**src/rtl/write_port_arbiter.sv**
```systemverilog
// Round-robin arbiter sharing one FIFO write port among several write-domain producers.
// Each grant lasts one burst (up to max_burst beats, or until req_last); write_full stalls the owner in place.
module write_port_arbiter #(
  parameter int requesters = 4,
  parameter int data_width = 8,
  parameter int max_burst  = 4
) (
  input  logic                             write_clk,
  input  logic                             write_rst,
  input  logic [requesters-1:0]            req_valid,
  input  logic [requesters-1:0]            req_last,
  input  logic [requesters*data_width-1:0] req_data,
  output logic [requesters-1:0]            req_ready,
  input  logic                             write_full,
  output logic                             write_inc,
  output logic [data_width-1:0]            write_data,
  output logic [requesters-1:0]            grant,
  output logic                             busy
);

  localparam int PW = (requesters > 1) ? $clog2(requesters) : 1;
  localparam int BW = $clog2(max_burst) + 1;

  typedef enum logic {
    IDLE,
    BURST
  } state_t;

  state_t                state_q, state_d;
  logic [requesters-1:0] grant_q, grant_d;
  logic [PW-1:0]         rr_ptr_q, rr_ptr_d;
  logic [BW-1:0]         beat_q, beat_d;

  logic [PW-1:0]         owner;
  logic [PW-1:0]         pick_idx;
  logic                  pick_found;
  logic [data_width-1:0] data_arr [requesters];

  for (genvar gi = 0; gi < requesters; gi++) begin : g_unpack
    assign data_arr[gi] = req_data[gi*data_width +: data_width];
  end

  // Binary index of the one-hot grant.
  always_comb begin
    owner = '0;
    for (int i = 0; i < requesters; i++) begin
      if (grant_q[i]) begin
        owner = PW'(i);
      end
    end
  end

  // Rotating priority search: scanning offsets downward lets the smallest offset from rr_ptr win.
  always_comb begin
    logic [PW:0] sum;
    pick_found = 1'b0;
    pick_idx   = '0;
    sum        = '0;
    for (int k = requesters - 1; k >= 0; k--) begin
      sum = {1'b0, rr_ptr_q} + (PW+1)'(k);
      if (sum >= (PW+1)'(requesters)) begin
        sum = sum - (PW+1)'(requesters);
      end
      if (req_valid[sum[PW-1:0]]) begin
        pick_found = 1'b1;
        pick_idx   = sum[PW-1:0];
      end
    end
  end

  always_comb begin
    state_d    = state_q;
    grant_d    = grant_q;
    rr_ptr_d   = rr_ptr_q;
    beat_d     = beat_q;
    write_inc  = 1'b0;
    req_ready  = '0;
    write_data = '0;

    unique case (state_q)
      IDLE: begin
        if (pick_found) begin
          grant_d           = '0;
          grant_d[pick_idx] = 1'b1;
          beat_d            = '0;
          state_d           = BURST;
        end
      end

      BURST: begin
        write_data = data_arr[owner];
        write_inc  = req_valid[owner] & ~write_full;
        req_ready  = grant_q & {requesters{~write_full}};
        if (write_inc) begin
          beat_d = beat_q + BW'(1);
          // beat_q counts beats already written, so max_burst-1 marks the final allowed beat.
          if (req_last[owner] || (beat_q == BW'(max_burst - 1))) begin
            state_d  = IDLE;
            grant_d  = '0;
            beat_d   = '0;
            rr_ptr_d = (owner == PW'(requesters - 1)) ? '0 : owner + PW'(1);
          end
        end
      end

      default: begin
        state_d = IDLE;
        grant_d = '0;
      end
    endcase
  end

  always_ff @(posedge write_clk or posedge write_rst) begin
    if (write_rst) begin
      state_q  <= IDLE;
      grant_q  <= '0;
      rr_ptr_q <= '0;
      beat_q   <= '0;
    end else begin
      state_q  <= state_d;
      grant_q  <= grant_d;
      rr_ptr_q <= rr_ptr_d;
      beat_q   <= beat_d;
    end
  end

  assign grant = grant_q;
  assign busy  = (state_q == BURST);

endmodule
```
**config.mk**
```make
export PLATFORM = sky130hd
export DESIGN_NAME = write_port_arbiter
export DESIGN_NICKNAME = d
export VERILOG_FILES = /design/src/rtl/write_port_arbiter.sv
export SDC_FILE = /design/constraint.sdc
export NUM_CORES = 1
export LEC_CHECK = 0
export CAP_MARGIN = 10
export CELL_PAD_IN_SITES_DETAIL_PLACEMENT = 1
export CELL_PAD_IN_SITES_GLOBAL_PLACEMENT = 1
export CORE_MARGIN = 3
export CORE_UTILIZATION = 22
export DETAILED_ROUTE_END_ITERATION = 7
export PLACE_DENSITY_LB_ADDON = 0.1
export SKIP_LAST_GASP = 1
export SLEW_MARGIN = 0
export SYNTH_ARGS = -nofsm -noshare
export SYNTH_HDL_FRONTEND = slang
export SYNTH_SLANG_ARGS = --single-unit
```
**constraint.sdc**
```tcl
create_clock -name write_clk -period 1.6 [get_ports write_clk]
set_input_delay 0.24 -clock write_clk [delete_from_list [all_inputs] [get_ports write_clk]]
set_output_delay 0.24 -clock write_clk [all_outputs]
set_load 0.02 [all_outputs]
```
Yosys cells after proc, flatten, opt, wreduce, memory -nomap -nowiden
Cells that the tools add are included.

ROM bits: 0. Memories kept: 0. Word-level logic and storage cells: 88. Bits of input ports: 43. Latch bits: 0. RAM bits: 0. Flip-flop bits (word level): 10.

Reductions and logical operators: 5. Shift-type cells: 0. Magnitude comparators: 12. Equal/unequal tests: 5. $mul: 0. Muxes and demuxes: 48. $add $sub $neg: 9. Divide/modulo/power cells: 0. Bitwise operators: 5.

Operators with widths (count): $mux W8 (3); $mux W2 (11); $lt A2 B3 Y1 const B (6); $bmux W8 S2 (1); $mux W1 (16); $mux W4 (4); $bmux W1 S2 (6); $ge A3 B3 Y1 const B (4); $mux W3 (3); $pmux W4 S2 (1); $sub A2 B1 Y2 const B (4); $add A2 B2 Y3 const B (2); $pmux W3 S2 (1); $reduce_and A3 Y1 (2); $and A4 B4 Y4 (1); $ne A2 B1 Y1 const B (2); $add A2 B1 Y3 const B (1); $add A3 B1 Y3 const B (1); $eq A3 B2 Y1 const B (1); $ge A2 B3 Y1 const B (1); $not A2 Y3 (1); $add A2 B1 Y2 const B (1); $demux W1 S2 (1); $eq A2 B2 Y1 const B (1); other kinds (8) (9).

Longest topological paths before layout
Gate-level depths: netlist of the first run.

Depth after elaboration: 15. Mapped depth: 7. Mapped depth without buffers: 6.

Worst setup path after synthesis of the first run
Ideal clock, no wire load.

Kind: register to register. Start: register grant_q[3], in the netlist grant[3]. End: register rr_ptr_q[0]. Stages on the path, launching flop included: 7. Data arrival time: 1.694 ns. Buffers on the path: 2. Slack: -0.222 ns. Clock period less this slack: 1.822 ns. Path through: dfrtp_1 > buf_2 > nor2_1 > a2111o_1 > buf_2 > nor2_2 > mux2_1.

Longest elaborated chain between the ends: 5.

Ends and longest elaborated chain: start: declaration (RTL line 30) `logic [requesters-1:0] grant_q, grant_d;`; start signal: assignment (RTL line 121) `grant_q <= grant_d;`; $mux W2 (*) (RTL line 47) `if (grant_q[i]) begin`; $bmux W1 S2 (on tied branches) (RTL line 92, 97); $mux W1 (on tied branches) (RTL line 92, 97); $and A1 B1 Y1 or $logic_or A1 B1 Y1 (tied branches) (RTL line 92, 97); $reduce_and A3 Y1 (no line); end signal: assignment (RTL line 122) `rr_ptr_q <= rr_ptr_d;`; end: declaration (RTL line 31) `logic [PW-1:0] rr_ptr_q, rr_ptr_d;`.

Every way passes the cells marked *; elsewhere a longest branch is shown, timed or not. The select of a mux whose other input is x is not followed. A chain may end at the register's enable or synchronous reset.

Worst setup path in the final report of the first run
Start: register grant_q[1], in the netlist grant[1]. End: output port write_inc.

Longest elaborated chain between the ends: 7.

Ends and longest elaborated chain: $mux W1 (RTL line 47); $mux W2 (2 in a row) (RTL line 47); $bmux W1 S2 (RTL line 92) `write_inc = req_valid[owner] & ~write_full;`; $mux W1 (implied by the code) (RTL line 92); $and A1 B1 Y1 (RTL line 92); $mux W1 (RTL line 80) `unique case (state_q)`; end: declaration (RTL line 15) `output logic write_inc,`.

Every way passes these cells. The select of a mux whose other input is x is not followed.

==> results.sh, run 1 <==
export IMPL_worstPathMaxFanout=4
export IMPL_fin_skew_ns=0.00237
export IMPL_dieArea_um2=5090
export IMPL_synth_area_um2=940
export IMPL_ys_flop_type="dfrtp_1"
export IMPL_synth_avg_cell_area_um2=7.96
export IMPL_ff2ff_path_depth=5
export IMPL_numCtsBuffers=3
export IMPL_switchingPower_mw=1.59
export IMPL_startpoint_type="flop"
export IMPL_pwr_share_comb=0.780
export IMPL_maxCapViolCount=0
export IMPL_synth_ff_latch_count=10
export IMPL_worst_slack_ns=-0.157
export IMPL_hpwl_mm=3.22
export IMPL_critPathMaxStageDelay_ns=0.45
export IMPL_track_usage=0.161
export IMPL_timing_critical_path_buf_inv=2
export IMPL_worstHoldPathType="in2async"
export IMPL_htreeDepth=1
export IMPL_path_cells="mux2i_1, a2111o_1, inv_1, buf_4"
export IMPL_diodes=0
export IMPL_antenna_found_initial=0
export IMPL_arrival_ns=1.52
export IMPL_tns_ns=-1.34
export IMPL_worstSetupPathType="reg2out"
export IMPL_clk_latency_ns=0.25
export IMPL_rows=23
export IMPL_wl_mm=3.94
export IMPL_die_w_um=71.4
export IMPL_path_depth=4
export IMPL_vdd_drop_max_mv=0.863
export IMPL_grt_pass1_wl_mm=6.50
export IMPL_grt_setup_unrepaired="true"
export IMPL_violations="negative setup slack"
export IMPL_multiInputGateArea_um2=693
export IMPL_numClockSinks=10
export IMPL_endpoint_kind="output port"
export IMPL_hold_viol=0
export IMPL_overflow=0
export IMPL_die_h_um=71.4
export IMPL_power_density_nw_per_um2=1790
export IMPL_drc=0
export IMPL_fmax_mhz=569
export IMPL_worst_slew_pin_slew_ns=0.596
export IMPL_gp_congestion=0.806
export IMPL_seq_area_frac_synth=0.266
export IMPL_final_cell_mix="clkdlybuf4s50_1 (43), buf_4 (35), mux2i_1 (17)"
export IMPL_p_clk_frac=0.087
export IMPL_crit_slowest_cell="dfrtp_2"
export IMPL_cts_root_buffer="clkbuf_8"
export IMPL_grt_pass1_vias=1364
export IMPL_start_util=0.232
export IMPL_required_ns=1.36
export IMPL_netlist_instances=118
export IMPL_synth_edff_count=0
export IMPL_nets=252
export IMPL_period_share=1.10
export IMPL_grt_max_degree=11
export IMPL_fin_util=0.467
export IMPL_cts_clk_slew_worst_paths_ns=0.05
export IMPL_status="complete, but fails checks"
export IMPL_drv_slew=0
export IMPL_async_flop_share=1.00
export IMPL_syn_to_final_growth_pct=102
export IMPL_p_leak_nw=0.885
export IMPL_port_buffers=60
export IMPL_dpl_worst_slack_ns=-0.543
export IMPL_layout_min_cycle_time_ns=1.76
export IMPL_ys_types=36
export IMPL_drive_gt1_frac=0.320
export IMPL_p_int_mw=1.81
export IMPL_vias_per_cell=4.75
export IMPL_seqPwrFrac=0.133
export IMPL_layout_area_seq_um2=254
export IMPL_ant_nets=0
export IMPL_path_delay_family="flip-flops"
export IMPL_setup_violations_final=19
export IMPL_slew_headroom=0.600
export IMPL_vias=1216
export IMPL_io_pins=61
export IMPL_cts_tree="yes"
export IMPL_ys_warn_count=0
export IMPL_drt_initial_drc_count=31
export IMPL_wl_per_cell_um=15.4
export IMPL_layout_commonest_cell="clkdlybuf4s50_1"
export IMPL_swShare=0.467
export IMPL_syn_num_nets=163
export IMPL_core_area_um2=4060
export IMPL_num_fill_cells=475
export IMPL_cts_buffer_depth=2
export IMPL_drt_first_pass_iters=3
## power by group through the flow
stage | sequential (mW) | clock (mW) | combinational [mW]
2_1_floorplan | 0.505 | 0 | 1.29
3_3_place_gp | 0.456 | 0 | 2.48
3_5_place_dp | 0.454 | 0 | 2.54
4_1_cts | 0.455 | 0.286 | 2.53
5_1_grt | 0.466 | 0.312 | 2.87
6_report | 0.452 | 0.296 | 2.65
## registers in the layout, summed over array words and instances, names as in the netlist
register / count
busy: 1
beat_q: 3
rr_ptr_q: 2
grant: 4
## layer usage
metal | GRT usage | up-vias | wire [µm]
met1 | 0.197 | 577 | 1620
li1 | - | 595 | -
met5 | 0 | - | 0
met2 | 0.282 | 39 | 2060
met4 | 0.0480 | 0 | 51
met3 | 0.0323 | 5 | 207
## logic make-up (layout without fill, tap and decap cells)
kind of cell,Yosys count,count (layout),synth area share
compound gates,28,28,0.220
fa+ha+maj,2,2,0.0266
buf+inv,17,105,0.0719
flops,10,10,0.266
mux,19,19,0.205
simple gates,42,42,0.210
## metrics by stage
step	power, mW	cells	cell area [µm²]	hold WS (ns)
after floorplan	1.80	118	977	0.0800
after global placement	2.94	249	1800	0.486
after detailed placement	3.00	249	1800	0.513
after CTS	3.27	255	1850	0.301
after global routing	3.64	256	1900	0.341
final	3.40	256	1900	0.276
## Yosys cell counts, types with 2 or more instances
cell      count  share of area
clkbuf_1      2         0.0080
nand2_1      10          0.040
nand2b_1      3          0.020
mux2i_1      17           0.18
o32ai_1       4          0.037
inv_1         9          0.036
dfrtp_1      10           0.27
nor3b_1       2          0.016
o21ai_0       9          0.048
a21oi_1       5          0.027
o31ai_1       2          0.016
ha_1          2          0.027
buf_2         3          0.016
nand3_1       3          0.016
nor2_1       16          0.064
## path summary, 6_finish.rpt
check | slack, ns | to | startpoint
setup reg to reg | -0.13 | rr_ptr_q[0] | grant[1]
hold / removal | 0.28 | grant[2] | write_rst
min in group write_clk | 0.51 | beat_q[1] | beat_q[1]
hold reg to reg | 0.51 | beat_q[1] | beat_q[1]
max in group asynchronous | 1.03 | grant[1] | write_rst
setup / recovery | -0.16 | write_inc | grant[1]
## repair_timing
action                                  CTS  global route
endpoints found under the setup margin   27            24
setup buffers                             2             1
gates resized for setup                  69            13
hold buffers                              0             0
pin swaps                                 7             8
## layout make-up
type | count | share of cell area
inverters | 11 | 0.0218
clock buffers | 4 | 0.0237
repair buffers | 90 | 0.422
flip-flops and latches | 10 | 0.134
well taps | 50 | 0.0330
multi-input cells | 91 | 0.365
Note: power is estimated with default switching activity, not from simulation.
==> inputs of run 2 (changes only) <==
SLEW_MARGIN = 30   (was 0)
==> results of run 2 <==
Final layout, timing and power as in run 1 (identical DEF).
